`src/rtl/acc_traffic_driver.sv`:
```
// Traffic driver for an accelerator slot: per batch, sends ser_ratio words on the tx side,
// then accepts des_ratio words back on the rx side, tracking counts, latency and errors.
module acc_traffic_driver #(
  parameter int unsigned DATA_WIDTH = 64,
  parameter bit          CHECK_ECHO = 1'b1,
  parameter int unsigned TIMEOUT    = 4096
) (
  input  logic                  clk,
  input  logic                  rst_n,
  input  logic                  start,
  input  logic [15:0]           num_batches,
  input  logic [15:0]           ser_ratio,
  input  logic [15:0]           des_ratio,
  input  logic [DATA_WIDTH-1:0] seed,
  output logic                  tx_valid,
  output logic [DATA_WIDTH-1:0] tx_data,
  input  logic                  tx_ready,
  input  logic                  rx_valid,
  input  logic [DATA_WIDTH-1:0] rx_data,
  output logic                  rx_ready,
  output logic                  busy,
  output logic                  done,
  output logic [1:0]            error,
  output logic [31:0]           tx_count,
  output logic [31:0]           rx_count,
  output logic [15:0]           max_latency
);

  localparam int unsigned DW = DATA_WIDTH;
  localparam int unsigned CW = 16;
  localparam int unsigned LW = 16;
  localparam int unsigned TW = $clog2(TIMEOUT + 1);

  typedef enum logic [1:0] {
    S_IDLE = 2'd0,
    S_SEND = 2'd1,
    S_RECV = 2'd2,
    S_DONE = 2'd3
  } state_t;

  state_t          state_q, state_d;
  logic [CW-1:0]   nb_q, nb_d;
  logic [CW-1:0]   ser_q, ser_d;
  logic [CW-1:0]   des_q, des_d;
  logic [CW-1:0]   batch_q, batch_d;
  logic [CW-1:0]   word_cnt_q, word_cnt_d;
  logic [TW-1:0]   idle_q, idle_d;
  logic [LW-1:0]   lat_q, lat_d;
  logic            lat_armed_q, lat_armed_d;
  logic [DW-1:0]   last_tx_q, last_tx_d;
  logic [DW-1:0]   tx_data_q, tx_data_d;
  logic            tx_valid_q, tx_valid_d;
  logic            rx_ready_q, rx_ready_d;
  logic            busy_q, busy_d;
  logic            done_q, done_d;
  logic [1:0]      error_q, error_d;
  logic [31:0]     tx_count_q, tx_count_d;
  logic [31:0]     rx_count_q, rx_count_d;
  logic [LW-1:0]   max_lat_q, max_lat_d;

  logic            tx_hs;
  logic            rx_hs;
  logic            idle_expired;
  logic            batch_end;

  assign tx_hs        = tx_valid_q & tx_ready;
  assign rx_hs        = rx_valid & rx_ready_q;
  assign idle_expired = (idle_q == TW'(TIMEOUT - 1));

  // Next-state, datapath and registered-output decode.
  always_comb begin
    state_d     = state_q;
    nb_d        = nb_q;
    ser_d       = ser_q;
    des_d       = des_q;
    batch_d     = batch_q;
    word_cnt_d  = word_cnt_q;
    idle_d      = idle_q;
    lat_d       = lat_q;
    lat_armed_d = lat_armed_q;
    last_tx_d   = last_tx_q;
    tx_data_d   = tx_data_q;
    error_d     = error_q;
    tx_count_d  = tx_count_q;
    rx_count_d  = rx_count_q;
    max_lat_d   = max_lat_q;
    batch_end   = 1'b0;

    case (state_q)
      S_IDLE: begin
        if (start) begin
          nb_d        = num_batches;
          ser_d       = ser_ratio;
          des_d       = des_ratio;
          tx_data_d   = seed;
          last_tx_d   = seed - DW'(1);
          batch_d     = '0;
          word_cnt_d  = '0;
          idle_d      = '0;
          lat_d       = '0;
          lat_armed_d = 1'b0;
          error_d     = '0;
          tx_count_d  = '0;
          rx_count_d  = '0;
          max_lat_d   = '0;
          state_d     = (num_batches == '0) ? S_DONE : S_SEND;
        end
      end

      S_SEND: begin
        idle_d = idle_q + TW'(1);
        if (ser_q == '0) begin
          word_cnt_d  = '0;
          idle_d      = '0;
          lat_armed_d = 1'b0;
          state_d     = S_RECV;
        end else if (tx_hs) begin
          tx_count_d = tx_count_q + 32'd1;
          tx_data_d  = tx_data_q + DW'(1);
          last_tx_d  = tx_data_q;
          idle_d     = '0;
          word_cnt_d = word_cnt_q + CW'(1);
          if (word_cnt_q + CW'(1) == ser_q) begin
            word_cnt_d  = '0;
            lat_d       = '0;
            lat_armed_d = (des_q != '0);
            state_d     = S_RECV;
          end
        end else if (idle_expired) begin
          error_d[1] = 1'b1;
          state_d    = S_DONE;
        end
      end

      S_RECV: begin
        idle_d = idle_q + TW'(1);
        if (des_q == '0) begin
          batch_end = 1'b1;
        end else if (rx_hs) begin
          rx_count_d = rx_count_q + 32'd1;
          idle_d     = '0;
          if (CHECK_ECHO && (rx_data != last_tx_q)) begin
            error_d[0] = 1'b1;
          end
          if (lat_armed_q) begin
            lat_armed_d = 1'b0;
            if (lat_q > max_lat_q) begin
              max_lat_d = lat_q;
            end
          end
          word_cnt_d = word_cnt_q + CW'(1);
          if (word_cnt_q + CW'(1) == des_q) begin
            batch_end = 1'b1;
          end
        end else begin
          if (lat_armed_q && (lat_q != {LW{1'b1}})) begin
            lat_d = lat_q + LW'(1);
          end
          if (idle_expired) begin
            error_d[1] = 1'b1;
            state_d    = S_DONE;
          end
        end
      end

      S_DONE: begin
        state_d = S_IDLE;
      end

      default: begin
        state_d = S_IDLE;
      end
    endcase

    // Batch completion: next batch or end of run.
    if (batch_end) begin
      batch_d    = batch_q + CW'(1);
      word_cnt_d = '0;
      idle_d     = '0;
      state_d    = (batch_q + CW'(1) == nb_q) ? S_DONE : S_SEND;
    end

    tx_valid_d = (state_d == S_SEND) && (ser_d != '0);
    rx_ready_d = (state_d == S_RECV) && (des_d != '0);
    busy_d     = (state_d == S_SEND) || (state_d == S_RECV);
    done_d     = (state_d == S_DONE);
  end

  always_ff @(posedge clk or negedge rst_n) begin
    if (!rst_n) begin
      state_q     <= S_IDLE;
      nb_q        <= '0;
      ser_q       <= '0;
      des_q       <= '0;
      batch_q     <= '0;
      word_cnt_q  <= '0;
      idle_q      <= '0;
      lat_q       <= '0;
      lat_armed_q <= 1'b0;
      last_tx_q   <= '0;
      tx_data_q   <= '0;
      tx_valid_q  <= 1'b0;
      rx_ready_q  <= 1'b0;
      busy_q      <= 1'b0;
      done_q      <= 1'b0;
      error_q     <= '0;
      tx_count_q  <= '0;
      rx_count_q  <= '0;
      max_lat_q   <= '0;
    end else begin
      state_q     <= state_d;
      nb_q        <= nb_d;
      ser_q       <= ser_d;
      des_q       <= des_d;
      batch_q     <= batch_d;
      word_cnt_q  <= word_cnt_d;
      idle_q      <= idle_d;
      lat_q       <= lat_d;
      lat_armed_q <= lat_armed_d;
      last_tx_q   <= last_tx_d;
      tx_data_q   <= tx_data_d;
      tx_valid_q  <= tx_valid_d;
      rx_ready_q  <= rx_ready_d;
      busy_q      <= busy_d;
      done_q      <= done_d;
      error_q     <= error_d;
      tx_count_q  <= tx_count_d;
      rx_count_q  <= rx_count_d;
      max_lat_q   <= max_lat_d;
    end
  end

  assign tx_valid    = tx_valid_q;
  assign tx_data     = tx_data_q;
  assign rx_ready    = rx_ready_q;
  assign busy        = busy_q;
  assign done        = done_q;
  assign error       = error_q;
  assign tx_count    = tx_count_q;
  assign rx_count    = rx_count_q;
  assign max_latency = max_lat_q;

endmodule
```
`config.mk`:
```
export PLATFORM = sky130hd
export DESIGN_NAME = acc_traffic_driver
export DESIGN_NICKNAME = d
export VERILOG_FILES = /design/src/rtl/acc_traffic_driver.sv
export SDC_FILE = /design/constraint.sdc
export NUM_CORES = 1
export LEC_CHECK = 0
export ABC_AREA = 0
export BUFFER_PORTS_ARGS = -buffer_cell sky130_fd_sc_hd__clkbuf_2
export CAP_MARGIN = 20
export CELL_PAD_IN_SITES_DETAIL_PLACEMENT = 0
export CELL_PAD_IN_SITES_GLOBAL_PLACEMENT = 1
export CORE_UTILIZATION = 25
export DETAILED_ROUTE_END_ITERATION = 7
export PLACE_DENSITY = 0.61
export SETUP_SLACK_MARGIN = 0.05
export SLEW_MARGIN = 20
export SYNTH_ARGS = -nofsm -noshare
export SYNTH_HDL_FRONTEND = slang
export SYNTH_SLANG_ARGS = --single-unit
```
`constraint.sdc`:
```
create_clock -name clk -period 3.34 [get_ports clk]
set_input_delay 0.501 -clock clk [delete_from_list [all_inputs] [get_ports clk]]
set_output_delay 0.501 -clock clk [all_outputs]
set_load 0.02 [all_outputs]
```
==> out/metrics.cfg <==
[pwr]
finalPower_mw=9.49
p_leak_nw=11.4
p_per_area_nw_per_um2=372
ir_worst_vdd_v=0.000307

[worst_setup_path]
required_ns=3.85
crit_family=simple AND/OR/NAND/NOR gates
worst-r2r-cell-count=12
endpoint_kind=register
worst-setup-path-type=register to register
path_cells=buf_6 > nand2_2 > or4_4 > a2111oi_4 > nand4_1 > nor4_2 > buf_4 > nand4_1 > a221o_2 > buf_12 > or3_1 > nand3_1
slowest_delay_ns=0.54
path_buf_inv=3
startpoint_type=register
crit_slowest_cell=or4_4
worstPathMaxFanout=6
crit_top_cell=nand4_1
crit_arrival_ns=3.67
worst-path-stages=12

[hold_path]
hold_class=input port to register
holdPathStages=2

[routing]
wl_mm=77.6
wl_met3_mm=5.26
viasPerCell=5.12
remaining_drc_errors=0
first_iter_violations=1423
dr_wl_met2_mm=35.3
wl_per_cell_um=20.5
firstDrtPassIters=5
wl_met1_mm=34.4
vias=19400
top_layer=met5
drtAntennaViolNets=0

[floorplan]
start_util_pct=25.2
ioPinCount=331
die_y_um=284
die_area_sq_um=80600
core_sq_um=78900
die_w_um=284
rows=103

[synth]
ys_types=74
ys_seq_elements=326
synthesis.area_sq_um=19900
syn_area_per_cell_sq_um=8.66
synth_nets=2506
syn_inst=2294
synth_flop_cell=dfrtp_1
yosys_warnings=0
yosysSeqAreaShare_pct=41.1
synth_edf_count=0
synth-async-reset-ratio_pct=100

[global_routing]
antenna_found_initial=12
grt_pass1_wl_mm=118
grt_pass1_vias=19000
grt_remaining_overflow=0
track_usage_pct=18.8
grt_max_degree=145

[timing]
post-route-min-period_ns=3.16
skew_ns=0.0339
hold_viol=0
period_share_pct=94.7
setup_tns_ns=0
slew_headroom_pct=48.5
report.final.slew_viol_count=0
max_freq_mhz=316
worstMarginPinSlew_ns=0.770
rsz0062_at_grt=yes
setup_viol=0
timing.hold.ws_ns=0.169

[clock_network]
tritoncts=done
clk_latency_ns=0.58
root_buffer=clkbuf_16
cts.htree.levels=2
numCtsBuffers=45
clock_path_buffers=3
clkSinkCount=326
cts.clk_slew.worst_paths_ns=0.06

[final_layout]
nNetsFinal=2914
fillers=8337
drive_gt1_share_pct=24.4
syn_to_final_growth_pct=28.4

[job]
cap_viol_max_count=0

[placed_design]
io_buffers=330
gp_congestion=0.884
hpwl_mm=58.1

[outcome]
status=complete, no violations

[power by group]
group | internal, mW | switching [mW] | total, mW | leakage, nW
combinational | 0.147 | 0.245 | 0.392 | 6.30
sequential | 3.95 | 0 | 3.95 | 4.36
clock | 3.20 | 1.95 | 5.15 | 0.767
[metrics by stage]
| stage | setup WS [ns] | std cells | area, sq um | utilization, % |
|---|---|---|---|---|
| global route | 0.00764 | 3784 | 25500 | 32.3 |
| CTS | 0.0238 | 3774 | 25200 | 32.0 |
| finish | 0.178 | 3788 | 25500 | 32.3 |
| global placement | -0.108 | 3694 | 23600 | 29.9 |
| floorplan | 0.0628 | 2294 | 19900 | - |
| detailed placement | -0.134 | 3694 | 23600 | 29.9 |
[cells in the final DEF, fill, tap and decap left out, types with 42 or more instances in the layout]
cell type / instances
inv_1: 95
nor3_1: 54
clkbuf_2: 329
clkbuf_16: 47
xor2_1: 90
dfrtp_1: 322
nand4_1: 52
buf_4: 122
nor2_1: 201
nand2_1: 246
nor4_1: 47
mux2_2: 53
nand3_1: 87
xnor2_1: 108
o22ai_1: 42
a21oi_1: 148
a22o_1: 51
o21ai_0: 152
and3_1: 52
[synth_stat cells, drive strengths merged (31+ instances only)]
cell type,n,area (sq um)
a21oi,151,756
a22o,51,447
and3,55,344
clkbuf,91,343
dfrtp,326,8160
ha,31,388
inv,95,357
mux2,53,597
nand2,251,942
nand3,91,455
nand4,53,347
nor2,206,776
nor3,56,280
nor4,54,357
o21ai,158,791
o22ai,42,263
or3,33,206
xnor2,109,955
xor2,91,797
[cell type report]
| type | instances | area, sq um | share of cell area [%] |
|---|---|---|---|
| clock buffer | 63 | 1320 | 5.15 |
| timing repair buffer | 474 | 2940 | 11.5 |
| clock inverter | 16 | 250 | 0.981 |
| antenna | 4 | 10.0 | 0.0392 |
| tap | 1050 | 1310 | 5.15 |
| sequential | 326 | 8160 | 32.0 |
| multi-input combinational | 1759 | 11200 | 43.7 |
| inverter | 96 | 360 | 1.41 |
[layer usage]
metal | vias up | GRT usage (%)
met5 | - | 0
met4 | 8 | 6.49
met3 | 129 | 3.59
met2 | 621 | 29.8
met1 | 9537 | 25.5
li1 | 9099 | -
[state kept, by name, summed over array words and instances, names as in the netlist, 32 cells and up]
name and flops:
tx_count 32, tx_data 64, last_tx_q 64, rx_count 32
[path summary, 6_finish.rpt]
check                                           startpoint  slack, ns                  endpoint
worst max-delay path            word_cnt_q[11]$_DFFE_PN0P_       0.18      lat_q[2]$_DFFE_PN0P_
worst min-delay path                          des_ratio[1]       0.17        des_q[1]$_DFF_PN0_
worst max register to register  word_cnt_q[11]$_DFFE_PN0P_       0.18      lat_q[2]$_DFFE_PN0P_
worst min register to register    last_tx_q[5]$_DFFE_PN0P_       0.49  last_tx_q[5]$_DFFE_PN0P_
max in group asynchronous                            rst_n       2.00  rx_count[13]$_DFFE_PN0P_
min in group asynchronous                            rst_n       0.53       ser_q[11]$_DFF_PN0_
[timing repair]
item / 4_1_cts / 5_1_grt
endpoints found under the hold margin: 65 / 0
hold buffers: 1 / 0
gates cloned: 0 / 2
buffers inserted: 0 / 8
setup endpoints to repair: 25 / 49
pin swaps: 1 / 16
resized for setup: 4 / 53
[logic make-up after synthesis]
logic type                 after synthesis  synth area share [%]
and+or+nand+nor                        895                  22.0
AOI/OAI and AO/OA                      560                  18.0
DFF                                    326                  41.1
buffers and inverters                  209                  4.07
xor gates and xnor gates               201                  8.93
muxes                                   72                  3.96
adders and majority gates               31                  1.95
Note: power is estimated with default switching activity, not from simulation.
